**config.mk**
```make
export PLATFORM = sky130hd
export DESIGN_NAME = spi_sample_bridge_flat
export DESIGN_NICKNAME = d
export VERILOG_FILES = /design/src/rtl/spi_sample_bridge_if.sv /design/src/rtl/spi_sample_bridge.sv /design/src/flat_wrapper.sv
export SDC_FILE = /design/constraint.sdc
export NUM_CORES = 1
export LEC_CHECK = 0
export ABC_AREA = 1
export CAP_MARGIN = 25
export CORE_MARGIN = 5
export CORE_UTILIZATION = 30
export CTS_CLUSTER_SIZE = 14
export DETAILED_ROUTE_END_ITERATION = 10
export GPL_ROUTABILITY_DRIVEN = 0
export SLEW_MARGIN = 20
export SYNTH_ARGS = -nofsm -noshare
export SYNTH_HDL_FRONTEND = slang
export SYNTH_SLANG_ARGS = --single-unit
```
**constraint.sdc**
```tcl
create_clock -name clkIn -period 2.4 [get_ports clkIn]
set_input_delay 0.24 -clock clkIn [delete_from_list [all_inputs] [get_ports clkIn]]
set_output_delay 0.24 -clock clkIn [all_outputs]
set_load 0.005 [all_outputs]
```
**src/rtl/spi_sample_bridge_if.sv**
```systemverilog
// Bus between the SPI sample bridge and its neighbours: the SPI slave's
// frame/packet signals, the RX/TX handshakes to the FIR filter, and status.
interface spi_sample_bridge_if #(
    parameter int DATA_WIDTH = 16,
    parameter int RX_DEPTH   = 8,
    parameter int TX_DEPTH   = 8
);
    localparam int RX_LW = $clog2(RX_DEPTH) + 1;
    localparam int TX_LW = $clog2(TX_DEPTH) + 1;

    logic                  sckIn;
    logic                  busyIn;
    logic                  dataReceivedIn;
    logic [DATA_WIDTH-1:0] packetIn;
    logic [DATA_WIDTH-1:0] packetOut;
    logic [DATA_WIDTH-1:0] rxDataOut;
    logic                  rxValidOut;
    logic                  rxReadyIn;
    logic [DATA_WIDTH-1:0] txDataIn;
    logic                  txValidIn;
    logic                  txReadyOut;
    logic                  clearIn;
    logic                  rxOverflowOut;
    logic                  txUnderflowOut;
    logic [7:0]            underflowCountOut;
    logic [RX_LW-1:0]      rxLevelOut;
    logic [TX_LW-1:0]      txLevelOut;

    // Bridge side
    modport slave (
        input  sckIn, busyIn, dataReceivedIn, packetIn, rxReadyIn,
               txDataIn, txValidIn, clearIn,
        output packetOut, rxDataOut, rxValidOut, txReadyOut,
               rxOverflowOut, txUnderflowOut, underflowCountOut,
               rxLevelOut, txLevelOut
    );

    // Driver side (SPI slave + filter, or a bench)
    modport master (
        output sckIn, busyIn, dataReceivedIn, packetIn, rxReadyIn,
               txDataIn, txValidIn, clearIn,
        input  packetOut, rxDataOut, rxValidOut, txReadyOut,
               rxOverflowOut, txUnderflowOut, underflowCountOut,
               rxLevelOut, txLevelOut
    );
endinterface

```
**src/rtl/spi_sample_bridge.sv**
```systemverilog
// Buffering stage between the SPI slave and the FIR datapath.
// RX: every completed SPI packet is queued and offered to the filter
// (show-ahead, valid/ready). TX: filter results are queued and the head is
// presented to the slave; the head advances exactly when the slave latches
// it (frame start, or the first SCK falling edge after a packet completes).
module spi_sample_bridge #(
    parameter int                    DATA_WIDTH     = 16,
    parameter int                    RX_DEPTH       = 8,
    parameter int                    TX_DEPTH       = 8,
    parameter logic [DATA_WIDTH-1:0] UNDERFLOW_WORD = 16'h0000
) (
    input logic                clkIn,
    input logic                resetIn,
    spi_sample_bridge_if.slave bus
);
    localparam int RX_AW = $clog2(RX_DEPTH);
    localparam int TX_AW = $clog2(TX_DEPTH);
    localparam logic [RX_AW:0] RX_FULL = (RX_AW + 1)'(RX_DEPTH);
    localparam logic [TX_AW:0] TX_FULL = (TX_AW + 1)'(TX_DEPTH);

    function automatic logic [7:0] sat_inc(input logic [7:0] value);
        return (value == 8'hFF) ? value : value + 8'd1;
    endfunction

    logic [DATA_WIDTH-1:0] rx_mem [RX_DEPTH];
    logic [DATA_WIDTH-1:0] tx_mem [TX_DEPTH];
    logic [RX_AW-1:0]      rx_wr, rx_rd;
    logic [TX_AW-1:0]      tx_wr, tx_rd;
    logic [RX_AW:0]        rx_level;
    logic [TX_AW:0]        tx_level;

    logic       sck_prev, busy_prev, load_pending;
    logic       rx_overflow, tx_underflow;
    logic [7:0] underflow_count;

    logic frame_start, sck_fall, consume;
    logic rx_pop, rx_push, rx_drop;
    logic tx_push, tx_pop, tx_underflow_evt;

    // Edge detection against the registered copies, matching the slave's view
    assign frame_start = bus.busyIn && !busy_prev;
    assign sck_fall    = sck_prev && !bus.sckIn;
    assign consume     = frame_start || (load_pending && sck_fall);

    // A full RX FIFO still accepts a push when the head leaves in the same cycle
    assign rx_pop  = (rx_level != '0) && bus.rxReadyIn;
    assign rx_push = bus.dataReceivedIn && ((rx_level != RX_FULL) || rx_pop);
    assign rx_drop = bus.dataReceivedIn && !rx_push;

    assign tx_push          = bus.txValidIn && (tx_level != TX_FULL);
    assign tx_pop           = consume && (tx_level != '0);
    assign tx_underflow_evt = consume && (tx_level == '0);

    assign bus.packetOut         = (tx_level != '0) ? tx_mem[tx_rd] : UNDERFLOW_WORD;
    assign bus.rxDataOut         = rx_mem[rx_rd];
    assign bus.rxValidOut        = (rx_level != '0);
    assign bus.txReadyOut        = (tx_level != TX_FULL);
    assign bus.rxOverflowOut     = rx_overflow;
    assign bus.txUnderflowOut    = tx_underflow;
    assign bus.underflowCountOut = underflow_count;
    assign bus.rxLevelOut        = rx_level;
    assign bus.txLevelOut        = tx_level;

    // FIFO storage: data only, no reset needed since levels gate visibility
    always_ff @(posedge clkIn) begin
        if (rx_push) rx_mem[rx_wr] <= bus.packetIn;
        if (tx_push) tx_mem[tx_wr] <= bus.txDataIn;
    end

    // Edge-detect history and the pending-reload tracker
    always_ff @(posedge clkIn or posedge resetIn) begin
        if (resetIn) begin
            sck_prev     <= 1'b0;
            busy_prev    <= 1'b0;
            load_pending <= 1'b0;
        end else begin
            sck_prev  <= bus.sckIn;
            busy_prev <= bus.busyIn;
            // A freshly completed packet arms the reload for the next SCK fall
            if (bus.dataReceivedIn)
                load_pending <= 1'b1;
            else if (sck_fall || frame_start || !bus.busyIn)
                load_pending <= 1'b0;
        end
    end

    // RX FIFO pointers and occupancy
    always_ff @(posedge clkIn or posedge resetIn) begin
        if (resetIn) begin
            rx_wr    <= '0;
            rx_rd    <= '0;
            rx_level <= '0;
        end else begin
            if (rx_push) rx_wr <= rx_wr + 1'b1;
            if (rx_pop)  rx_rd <= rx_rd + 1'b1;
            if (rx_push && !rx_pop)
                rx_level <= rx_level + 1'b1;
            else if (rx_pop && !rx_push)
                rx_level <= rx_level - 1'b1;
        end
    end

    // TX FIFO pointers and occupancy; pops happen only on slave load events
    always_ff @(posedge clkIn or posedge resetIn) begin
        if (resetIn) begin
            tx_wr    <= '0;
            tx_rd    <= '0;
            tx_level <= '0;
        end else begin
            if (tx_push) tx_wr <= tx_wr + 1'b1;
            if (tx_pop)  tx_rd <= tx_rd + 1'b1;
            if (tx_push && !tx_pop)
                tx_level <= tx_level + 1'b1;
            else if (tx_pop && !tx_push)
                tx_level <= tx_level - 1'b1;
        end
    end

    // Sticky status and underflow counter; a new event beats clearIn
    always_ff @(posedge clkIn or posedge resetIn) begin
        if (resetIn) begin
            rx_overflow     <= 1'b0;
            tx_underflow    <= 1'b0;
            underflow_count <= 8'd0;
        end else begin
            if (rx_drop)
                rx_overflow <= 1'b1;
            else if (bus.clearIn)
                rx_overflow <= 1'b0;

            if (tx_underflow_evt) begin
                tx_underflow    <= 1'b1;
                underflow_count <= bus.clearIn ? 8'd1 : sat_inc(underflow_count);
            end else if (bus.clearIn) begin
                tx_underflow    <= 1'b0;
                underflow_count <= 8'd0;
            end
        end
    end
endmodule
```
**src/flat_wrapper.sv**
```systemverilog
// flat-port wrapper written by rule: the top's interface ports become plain ports
module spi_sample_bridge_flat 
#(
    parameter int                    DATA_WIDTH     = 16,
    parameter int                    RX_DEPTH       = 8,
    parameter int                    TX_DEPTH       = 8,
    parameter logic [DATA_WIDTH-1:0] UNDERFLOW_WORD = 16'h0000
)
  (clkIn, resetIn, bus_sckIn, bus_busyIn, bus_dataReceivedIn, bus_packetIn, bus_rxReadyIn, bus_txDataIn, bus_txValidIn, bus_clearIn, bus_packetOut, bus_rxDataOut, bus_rxValidOut, bus_txReadyOut, bus_rxOverflowOut, bus_txUnderflowOut, bus_underflowCountOut, bus_rxLevelOut, bus_txLevelOut);
  spi_sample_bridge_if #(.DATA_WIDTH(DATA_WIDTH), .RX_DEPTH(RX_DEPTH), .TX_DEPTH(TX_DEPTH)) bus_i ();
  input logic clkIn;
  input logic resetIn;
  input wire logic [$bits(bus_i.sckIn)-1:0] bus_sckIn;
  input wire logic [$bits(bus_i.busyIn)-1:0] bus_busyIn;
  input wire logic [$bits(bus_i.dataReceivedIn)-1:0] bus_dataReceivedIn;
  input wire logic [$bits(bus_i.packetIn)-1:0] bus_packetIn;
  input wire logic [$bits(bus_i.rxReadyIn)-1:0] bus_rxReadyIn;
  input wire logic [$bits(bus_i.txDataIn)-1:0] bus_txDataIn;
  input wire logic [$bits(bus_i.txValidIn)-1:0] bus_txValidIn;
  input wire logic [$bits(bus_i.clearIn)-1:0] bus_clearIn;
  output wire logic [$bits(bus_i.packetOut)-1:0] bus_packetOut;
  output wire logic [$bits(bus_i.rxDataOut)-1:0] bus_rxDataOut;
  output wire logic [$bits(bus_i.rxValidOut)-1:0] bus_rxValidOut;
  output wire logic [$bits(bus_i.txReadyOut)-1:0] bus_txReadyOut;
  output wire logic [$bits(bus_i.rxOverflowOut)-1:0] bus_rxOverflowOut;
  output wire logic [$bits(bus_i.txUnderflowOut)-1:0] bus_txUnderflowOut;
  output wire logic [$bits(bus_i.underflowCountOut)-1:0] bus_underflowCountOut;
  output wire logic [$bits(bus_i.rxLevelOut)-1:0] bus_rxLevelOut;
  output wire logic [$bits(bus_i.txLevelOut)-1:0] bus_txLevelOut;
  assign bus_i.sckIn = bus_sckIn;
  assign bus_i.busyIn = bus_busyIn;
  assign bus_i.dataReceivedIn = bus_dataReceivedIn;
  assign bus_i.packetIn = bus_packetIn;
  assign bus_i.rxReadyIn = bus_rxReadyIn;
  assign bus_i.txDataIn = bus_txDataIn;
  assign bus_i.txValidIn = bus_txValidIn;
  assign bus_i.clearIn = bus_clearIn;
  assign bus_packetOut = bus_i.packetOut;
  assign bus_rxDataOut = bus_i.rxDataOut;
  assign bus_rxValidOut = bus_i.rxValidOut;
  assign bus_txReadyOut = bus_i.txReadyOut;
  assign bus_rxOverflowOut = bus_i.rxOverflowOut;
  assign bus_txUnderflowOut = bus_i.txUnderflowOut;
  assign bus_underflowCountOut = bus_i.underflowCountOut;
  assign bus_rxLevelOut = bus_i.rxLevelOut;
  assign bus_txLevelOut = bus_i.txLevelOut;
  spi_sample_bridge #(.DATA_WIDTH(DATA_WIDTH), .RX_DEPTH(RX_DEPTH), .TX_DEPTH(TX_DEPTH), .UNDERFLOW_WORD(UNDERFLOW_WORD)) u_core (.clkIn(clkIn), .resetIn(resetIn), .bus(bus_i));
endmodule
```
==> impl_results.html, run 1 <==
<table>
<tr><th>Metric</th><th>Value</th></tr>
<tr><th colspan="2">Pwr</th></tr>
<tr><td>Sequential share of power</td><td>0.339</td></tr>
<tr><td>Sw Pwr</td><td>0.00676 W</td></tr>
<tr><td>Largest voltage drop on the vdd net</td><td>0.765 mV</td></tr>
<tr><td>Leakage power figure</td><td>6.01 nW</td></tr>
<tr><td>Relative contribution of combinational cells to total power</td><td>0.394</td></tr>
<tr><td>Post-route total power</td><td>0.0196 W</td></tr>
<tr><td>Power density of the placed cells</td><td>1260 nW/um^2</td></tr>
<tr><td>Switching Share</td><td>0.344</td></tr>
<tr><td>Proportion of power drawn by the clock network</td><td>0.267</td></tr>
<tr><td>Internal power of the cells</td><td>0.0129 W</td></tr>
<tr><th colspan="2">Finish</th></tr>
<tr><td>Area taken by flip-flops and latches</td><td>8520 um^2</td></tr>
<tr><td>Fill cell instance count of the final layout</td><td>3784</td></tr>
<tr><td>Post-layout instance count excluding filler cells</td><td>1792</td></tr>
<tr><td>Inserted Diodes</td><td>0</td></tr>
<tr><td>Area added between synthesis and finish</td><td>27.9%</td></tr>
<tr><td>Area used by multi-input combinational logic</td><td>3110 um^2</td></tr>
<tr><td>Share of layout cells above drive strength 1</td><td>0.133</td></tr>
<tr><td>Number of nets in the finished design</td><td>1297</td></tr>
<tr><th colspan="2">Route</th></tr>
<tr><td>DR vias</td><td>8187</td></tr>
<tr><td>Routed vias/inst</td><td>4.57</td></tr>
<tr><td>Router iterations before antenna repair</td><td>5</td></tr>
<tr><td>Routed WL per cell</td><td>16.6 um</td></tr>
<tr><td>Number of violations reported at the end of detailed-routing iteration 0</td><td>424</td></tr>
<tr><td>Number of design rule violations left after detail routing</td><td>0</td></tr>
<tr><td>Drt total wl</td><td>29.7 mm</td></tr>
<tr><td>Count of antenna-violating nets left after detailed routing</td><td>0</td></tr>
<tr><th colspan="2">Die</th></tr>
<tr><td>Floorplan core area</td><td>39900 um^2</td></tr>
<tr><td>DIE HEIGHT</td><td>211 um</td></tr>
<tr><td>Die outline area</td><td>44700 um^2</td></tr>
<tr><td>Initial cell density of the core</td><td>0.305</td></tr>
<tr><td>Cell Rows</td><td>73</td></tr>
<tr><td>Die Width</td><td>211 um</td></tr>
<tr><td>Top-level port count</td><td>92</td></tr>
<tr><th colspan="2">Synth</th></tr>
<tr><td>Ranking of synthesized cells by area</td><td>edfxtp_1 63%, nor2_1 7.1%, nand2_1 6.9%</td></tr>
<tr><td>Cell area after synthesis</td><td>12200 um^2</td></tr>
<tr><td>FF+latch count, synth</td><td>289</td></tr>
<tr><td>Count of flip-flops with a built-in enable after synthesis</td><td>256</td></tr>
<tr><td>Portion of synthesized cell area occupied by the leading cell type</td><td>0.632</td></tr>
<tr><td>Number of warnings printed during yosys synthesis</td><td>0</td></tr>
<tr><td>Fraction of registers with async set/reset</td><td>0.114</td></tr>
<tr><td>Dominant cell by count in the synthesized netlist</td><td>edfxtp_1</td></tr>
<tr><td>Gate count after technology mapping</td><td>1086</td></tr>
<tr><td>Sequential share of the synthesized area</td><td>0.700</td></tr>
<tr><td>Top cells by count, synth</td><td>256 x edfxtp_1, 231 x nor2_1, 222 x nand2_1</td></tr>
<tr><td>Number of different library cells in the post-synthesis netlist</td><td>29</td></tr>
<tr><td>Post-synthesis net count</td><td>1139</td></tr>
<tr><td>Average size of a mapped cell</td><td>11.2 um^2</td></tr>
<tr><td>Most common flop cell mapped by yosys</td><td>edfxtp_1</td></tr>
<tr><td>Most area-hungry cell type in the Yosys netlist</td><td>edfxtp_1</td></tr>
<tr><th colspan="2">Timing</th></tr>
<tr><td>Worst hold-check slack</td><td>0.122 ns</td></tr>
<tr><td>Top achievable clock speed</td><td>0.433 GHz</td></tr>
<tr><td>Minimum period implied by the final worst setup slack</td><td>2.31 ns</td></tr>
<tr><td>Pin slew with the least headroom to its limit</td><td>0.483 ns</td></tr>
<tr><td>Setup-failing EPs final</td><td>0</td></tr>
<tr><td>Final clock period utilization by the worst path</td><td>0.963</td></tr>
<tr><td>Final Hold Vio Count</td><td>0</td></tr>
<tr><td>Layout Skew</td><td>0.0152 ns</td></tr>
<tr><td>Setup repair after global routing missed its margin</td><td>true</td></tr>
<tr><td>Max transition margin</td><td>0.678</td></tr>
<tr><td>Max Transition Viols Final</td><td>0</td></tr>
<tr><th colspan="2">Global route</th></tr>
<tr><td>Residual overflow from global routing</td><td>0</td></tr>
<tr><td>Largest net degree at the start of global routing</td><td>34</td></tr>
<tr><td>Number of antenna violations at the first check in global routing</td><td>0</td></tr>
<tr><td>Via count of the first global-routing pass</td><td>7962</td></tr>
<tr><td>Wire length of the first global-routing pass</td><td>46.0 mm</td></tr>
<tr><td>Global-route total usage across every layer</td><td>0.131</td></tr>
<tr><th colspan="2">Clock tree</th></tr>
<tr><td>Source-to-sink clock delay at the later pin of the worst-skew pair</td><td>0.53 ns</td></tr>
<tr><td>Clock tree from TritonCTS</td><td>done</td></tr>
<tr><td>Post-CTS clock slew at the launch and capture registers of the worst setup and hold paths</td><td>0.06 ns</td></tr>
<tr><td>TritonCTS Buffers</td><td>34</td></tr>
<tr><td>CTS root buf</td><td>clkbuf_16</td></tr>
<tr><td>Clock Sink Count</td><td>289</td></tr>
<tr><td>H-tree depth</td><td>2</td></tr>
<tr><td>Clock tree buffer depth</td><td>3</td></tr>
<tr><td>Hold buffers post-CTS</td><td>0</td></tr>
<tr><th colspan="2">Setup path</th></tr>
<tr><td>Critical path arrival</td><td>2.07 ns</td></tr>
<tr><td>CP Capture Type</td><td>output port</td></tr>
<tr><td>Kind of critical path</td><td>flop to output port</td></tr>
<tr><td>Critical path data required time</td><td>2.16 ns</td></tr>
<tr><td>Crit path launch type</td><td>flop</td></tr>
<tr><td>Maximum fanout along the worst path</td><td>4</td></tr>
<tr><th colspan="2">Placement</th></tr>
<tr><td>Number of port buffers</td><td>91</td></tr>
<tr><td>Final HPWL from detailed placement</td><td>16.4 mm</td></tr>
<tr><td>DP Cell Count</td><td>1696</td></tr>
<tr><th colspan="2">Job</th></tr>
<tr><td>MaxCap Viol Count</td><td>0</td></tr>
<tr><th colspan="2">Hold path</th></tr>
<tr><td>Worst min-delay path class</td><td>input pin to asynchronous set/reset pin</td></tr>
<tr><th colspan="2">Outcome</th></tr>
<tr><td>Status</td><td>finished clean</td></tr>
</table>
## critical path: stages, from the launching register on
cell,delay (ns)
dfrtp_2,0.45
inv_8,0.06
buf_4,0.14
buf_4,0.13
buf_4,0.14
o21ai_0,0.14
o22ai_1,0.09
nand2_1,0.06
nand2_1,0.06
clkdlybuf4s15_1,0.25
## path summary, 6_finish.rpt
kind                                                start  cells after the start  slack, ns                         to
worst max-delay path                      u_core.rx_rd[0]                      9       0.09           bus_rxDataOut[2]
max in group asynchronous                         resetIn                      3       1.91            u_core.rx_rd[1]
min in group clkIn                              bus_sckIn                      1       0.18            u_core.sck_prev
worst min register to register  u_core.bus.txUnderflowOut                      2       0.48  u_core.bus.txUnderflowOut
worst min-delay path                              resetIn                      3       0.12            u_core.sck_prev
worst max register to register   u_core.bus.txLevelOut[0]                     13       0.19   u_core.bus.txLevelOut[3]
## per-stage QoR
stage          TNS (ns)  area [um^2]  worst slack [ns]   util
2_1_floorplan         0        12200             0.332      -
3_3_place_gp          0        13900             0.152  0.348
3_5_place_dp          0        13900            0.0743  0.348
4_1_cts          -0.267        15400           -0.0817  0.387
5_1_grt         -0.0125        15500          -0.00544  0.390
6_report              0        15500            0.0888  0.390
## kinds of logic after synthesis
kind of cell,after synthesis,share of synthesized area
fa+ha+maj,13,0.0146
compound gates,156,0.0677
xor+xnor,10,0.00720
simple gates,502,0.162
buf+inv,116,0.0484
flops,289,0.700
## power groups by stage
stage | logic [W] | registers [W] | clock network [W]
floorplan | 0.00409 | 0.00666 | 0
global placement | 0.00686 | 0.00671 | 0
detailed placement | 0.00694 | 0.00673 | 0
CTS | 0.00765 | 0.00666 | 0.00538
global route | 0.00857 | 0.00673 | 0.00559
finish | 0.00774 | 0.00666 | 0.00525
## repair_timing
item                                   CTS  global route
setup buffers                           23             7
pin swaps                                3             9
cloned                                   7             1
setup endpoints to repair               32            18
endpoints found under the hold margin    0             0
gates resized for setup                 84            34
## layer usage
metal	part of all wire	wire, um	vias to the layer above	global-route usage
met4	0.021	624	0	0.0329
li1	-	-	4024	-
met1	0.43	12700	3927	0.167
met3	0.059	1740	50	0.0314
met2	0.49	14700	186	0.227
met5	0	0	-	0
## cell type report
cell class | instances | area share
sequential | 289 | 0.548
timing repair inverter | 1 | 0.000241
multi-input combinational | 681 | 0.200
inverter | 66 | 0.0173
tap | 525 | 0.0422
clock inverter | 19 | 0.0167
timing repair buffer | 171 | 0.119
clock buffer | 40 | 0.0562
## state kept, by name (all words and copies together), names as in the netlist, 3 cells and up
signal / cells
u_core.rx_mem: 128
u_core.tx_mem: 128
u_core.bus.underflowCountOut: 8
u_core.bus.rxLevelOut: 4
u_core.bus.txLevelOut: 4
u_core.rx_rd: 3
u_core.rx_wr: 3
u_core.tx_rd: 3
u_core.tx_wr: 3
## cells in the final DEF, fill, tap and decap left out, drive strengths merged, types with 33 or more instances in the layout
cell type | synthesis | final
inv | 65 | 68
clkbuf | 13 | 47
clkdlybuf4s50 | 0 | 59
nor2 | 232 | 232
o21ai | 119 | 119
edfxtp | 256 | 256
nand3 | 38 | 38
nand2 | 224 | 224
dfrtp | 33 | 33
buf | 37 | 81
(Power assumes the default switching activity.)
==> run 2: changes to the inputs <==
- SLEW_MARGIN: 20 -> not set
==> results of run 2 <==
The final DEF is identical to that of run 1; final timing and power are the same.
